--- config.mk ---
export PLATFORM = sky130hd
export DESIGN_NAME = seq_mul_iter
export DESIGN_NICKNAME = d
export VERILOG_FILES = /design/src/rtl/seq_mul_iter.sv
export SDC_FILE = /design/constraint.sdc
export NUM_CORES = 1
export LEC_CHECK = 0
export CAP_MARGIN = 20
export CORE_UTILIZATION = 45
export DETAILED_ROUTE_END_ITERATION = 10
export PLACE_DENSITY = 0.82
export SLEW_MARGIN = 10
export SYNTH_ARGS = -nofsm -noshare
export SYNTH_HDL_FRONTEND = slang
export SYNTH_SLANG_ARGS = --single-unit
export TNS_END_PERCENT = 30
--- constraint.sdc ---
create_clock -name clk -period 2.97 [get_ports clk]
set_input_delay 0.297 -clock clk [delete_from_list [all_inputs] [get_ports clk]]
set_output_delay 0.297 -clock clk [all_outputs]
set_load 0.03 [all_outputs]
--- src/rtl/seq_mul_iter.sv ---
// Iterative shift-add multiplier: one WIDTH-bit adder reused over WIDTH steps,
// with optional two's-complement mode and valid/ready on both sides.
module seq_mul_iter #(
  parameter int WIDTH = 8
) (
  input  logic               clk,
  input  logic               rst_n,
  input  logic               in_valid,
  output logic               in_ready,
  input  logic [WIDTH-1:0]   a,
  input  logic [WIDTH-1:0]   b,
  input  logic               signed_mode,
  output logic               out_valid,
  input  logic               out_ready,
  output logic [2*WIDTH-1:0] p
);

  localparam int CNT_W = $clog2(WIDTH) + 1;

  typedef enum logic [1:0] {IDLE, RUN, DONE} state_e;

  state_e               state_q, state_d;
  logic [CNT_W-1:0]     cnt_q, cnt_d;
  logic [WIDTH-1:0]     mcand_q, mcand_d;
  logic [WIDTH-1:0]     mplier_q, mplier_d;
  logic [WIDTH-1:0]     acc_q, acc_d;
  logic                 neg_q, neg_d;
  logic [2*WIDTH-1:0]   p_q, p_d;

  logic [WIDTH-1:0]     a_mag, b_mag;
  logic [WIDTH:0]       sum;
  logic [2*WIDTH-1:0]   prod;

  always_comb begin
    // NOTE: every signal gets a default first so no path through the case leaves it unassigned (no latches).
    state_d  = state_q;
    cnt_d    = cnt_q;
    mcand_d  = mcand_q;
    mplier_d = mplier_q;
    acc_d    = acc_q;
    neg_d    = neg_q;
    p_d      = p_q;
    sum      = '0;
    prod     = '0;

    a_mag = (signed_mode && a[WIDTH-1]) ? -a : a;
    b_mag = (signed_mode && b[WIDTH-1]) ? -b : b;

    unique case (state_q)
      IDLE: begin
        if (in_valid) begin
          mcand_d  = a_mag;
          mplier_d = b_mag;
          neg_d    = signed_mode & (a[WIDTH-1] ^ b[WIDTH-1]);
          acc_d    = '0;
          cnt_d    = '0;
          state_d  = RUN;
        end
      end
      RUN: begin
        // Carry lands in sum[WIDTH] and becomes the new accumulator MSB after the shift.
        sum      = {1'b0, acc_q} + (mplier_q[0] ? {1'b0, mcand_q} : '0);
        acc_d    = sum[WIDTH:1];
        mplier_d = {sum[0], mplier_q[WIDTH-1:1]};
        cnt_d    = cnt_q + CNT_W'(1);
        if (cnt_q == CNT_W'(WIDTH - 1)) begin
          prod    = {acc_d, mplier_d};
          p_d     = neg_q ? -prod : prod;
          state_d = DONE;
        end
      end
      DONE: begin
        if (out_ready) state_d = IDLE;
      end
      default: state_d = IDLE;
    endcase
  end

  // NOTE: sequential state uses non-blocking assignments so all flops update from pre-edge values.
  always_ff @(posedge clk or negedge rst_n) begin
    if (!rst_n) begin
      state_q  <= IDLE;
      cnt_q    <= '0;
      mcand_q  <= '0;
      mplier_q <= '0;
      acc_q    <= '0;
      neg_q    <= 1'b0;
      p_q      <= '0;
    end else begin
      state_q  <= state_d;
      cnt_q    <= cnt_d;
      mcand_q  <= mcand_d;
      mplier_q <= mplier_d;
      acc_q    <= acc_d;
      neg_q    <= neg_d;
      p_q      <= p_d;
    end
  end

  assign in_ready  = (state_q == IDLE);
  assign out_valid = (state_q == DONE);
  assign p         = p_q;

endmodule

==> flow_summary.json <==
{
  "synthTopCellsByCount": "nand2_1 (52), dfrtp_1 (47), o21ai_0 (39)",
  "htree_levels": 2,
  "area_growth_pct": 26.71,
  "cts_tree": "yes",
  "ys_ff_latch": 47,
  "post-place-ws_ns": -0.007360,
  "grt_max_degree": 48,
  "route.detailed.drc": 0,
  "first_iter_violations": 139,
  "maxCapViolCount": 0,
  "routedWlPerCell_um": 13.88,
  "drive_gt1_frac": 0.1014,
  "path_clk_slew_ns": 0.09,
  "cp-end-kind": "flop",
  "drtPass1Iterations": 4,
  "rr_startpoint": "mplier_q[0]",
  "routed_wl_mm": 5.928,
  "fmax_mhz": 342.9,
  "min_path_cells": 2,
  "track_usage": 0.1844,
  "p_leak_nw": 1.496,
  "slew_violations": 0,
  "holdPathEnd": "mcand_q[1]",
  "setup.worst_path.start": "mplier_q[0]",
  "worstPathArrival_ns": 3.10,
  "gr-total-overflow": 0,
  "skew_ns": 0.009791,
  "avgSynthCellArea_um2": 8.795,
  "synthTopCellsByArea": "dfrtp_1 (43%), o21ai_0 (7.2%), nand2_1 (7.2%)",
  "crit_path_start_kind": "flop",
  "timing.rr.end": "p[15]",
  "dp_hpwl_mm": 4.108,
  "ys.warnings.count": 0,
  "core_mm2": 0.005675,
  "cp_max_fo": 6,
  "maxSlewHeadroom": 0.5088,
  "synth_cells": 310,
  "fin_setup_tns_ns": 0,
  "peakVddDrop_mv": 0.5096,
  "min_path_type": "flop to flop",
  "synth_top_area_cell": "dfrtp_1",
  "io_buffers": 38,
  "yosys.cell_types.count": 35,
  "hold_viol_final": 0,
  "fin_nets": 388,
  "ios": 39,
  "worstMarginPinSlew_ns": 0.7369,
  "async_flop_share": 1.000,
  "rr_worst_depth": 10,
  "syn_nets": 344,
  "power.density_mw_per_mm2": 1104,
  "min_period_over_period": 0.9819,
  "synth_edf_count": 0,
  "rrSetupSlack_ns": 0.05,
  "hp-start": "mcand_q[1]",
  "synth_seq_area_share": 0.4314,
  "die-area_mm2": 0.006374,
  "rows": 27,
  "fp.dieW_um": 79.84,
  "critPathKind": "flop to flop",
  "numCtsBuffers": 5,
  "gp_congestion": 0.9636,
  "synth.most_common_cell": "nand2_1",
  "initial_core_util": 0.4804,
  "synth-main-ff-cell": "dfrtp_1",
  "antenna_cells": 0,
  "cts-root-buf": "clkbuf_8",
  "yosysTopAreaCellShare": 0.4314,
  "antenna_found_initial": 0,
  "viasPerCell": 5.508,
  "clockBufferDepth": 2,
  "postRouteAntennaNets": 0,
  "required_ns": 3.16,
  "period_needed_ns": 2.916,
  "insertion_delay_ns": 0.30,
  "status": "finished, final reports clean",
  "setup_viol": 0,
  "route.vias.total": 2352,
  "grt_pass1_wl_mm": 9.315,
  "synthesis.area_mm2": 0.002726,
  "dieHeight_um": 79.84,
  "worst_slack_ns": 0.05362,
  "grt_pass1_vias": 2016,
  "cts.sinks": 47
}
-- worst max-delay path, stage by stage, from the launching register on --
cell	delay (ns)
dfrtp_2	0.44
and2_1	0.15
ha_2	0.20
fa_2	0.40
nand3_1	0.10
and2_2	0.16
xnor2_1	0.09
or4_4	0.55
o41ai_4	0.30
xor2_1	0.10
mux2_2	0.28
-- repair_timing --
action                                  4_1_cts  5_1_grt
setup buffers                                 0        3
pin swaps                                     1        5
hold buffers                                  0        1
endpoints found under the hold margin         0       12
resized for setup                             3       12
endpoints found under the setup margin        1        2
-- power by group --
group          switching, mW  internal, mW  leakage [nW]
logic                   1.21         0.926         0.853
registers              0.244         0.932         0.581
clock network          0.223         0.277        0.0618
total                   1.68          2.14          1.50
-- logic make-up after synthesis --
| group | after synthesis | share of synthesized area |
|---|---|---|
| xor gates and xnor gates | 30 | 0.09637 |
| and+or+nand+nor | 114 | 0.1863 |
| AOI/OAI and AO/OA | 81 | 0.1794 |
| muxes | 4 | 0.01514 |
| adders and majority gates | 13 | 0.06241 |
| buffers and inverters | 21 | 0.02891 |
| DFF | 47 | 0.4314 |
-- metrics by stage --
step                hold WS [ns]    util  instances  total power, mW  area (um2)
global placement          0.4591  0.5631        414            3.054        3196
finish                    0.4801  0.6087        427            3.815        3455
CTS                       0.2017  0.5858        422            3.625        3324
global route              0.4997  0.6087        427            4.097        3455
floorplan               0.001409       -        310            2.466        2726
detailed placement        0.4641  0.5631        414            3.117        3196
-- worst max-delay path by stage --
stage	to	slack [ns]	depth (start not counted)
6_report	p[15]	0.05	10
5_1_grt	p[15]	-0.04	10
3_5_place_dp	p[15]	-0.007	9
2_1_floorplan	p[15]	0.18	10
3_3_place_gp	p[15]	0.08	9
4_1_cts	p[15]	0.03	10
-- metal layers --
metal,vias to the layer above,share of wire,GRT usage
met4,0,0.0069,0.03750
met1,1121,0.45,0.2464
met5,-,0,0
met3,6,0.045,0.03771
met2,64,0.50,0.3085
li1,1161,-,-
-- sequential cells by signal, summed over array words and instances, names as in the netlist --
signal	count
cnt_q	4
mcand_q	8
state_q	2
mplier_q	8
acc_q	8
p	16
neg_q	1
-- layout by cell type, fill, tap and decap left out, drive strengths merged, types with 2 or more instances in the layout --
cell and instances:
ha 12, a31oi 3, xnor2 13, a211oi 3, o31ai 7, or3 3
clkdlybuf4s50 37, nand2 52, o21a 2, o41ai 2, nor3 4, a21oi 14
and2 9, nand2b 2, inv 9, buf 11, o21ai 39, clkbuf 6
a22oi 6, dfrtp 47, xor2 17, mux2i 3, nand3 17, nor2b 3
o221ai 2, nor2 22
-- cell type report --
class,instances,area [um2]
fillers,508,2221
multi-input cells,242,1543
flip-flops and latches,47,1177
repair buffers,50,493.0
well taps,72,90.09
clock buffers,6,82.58
clock inverters,2,38.79
inverters,8,30.03
No activity file was read; power rests on OpenSTA's default activity.
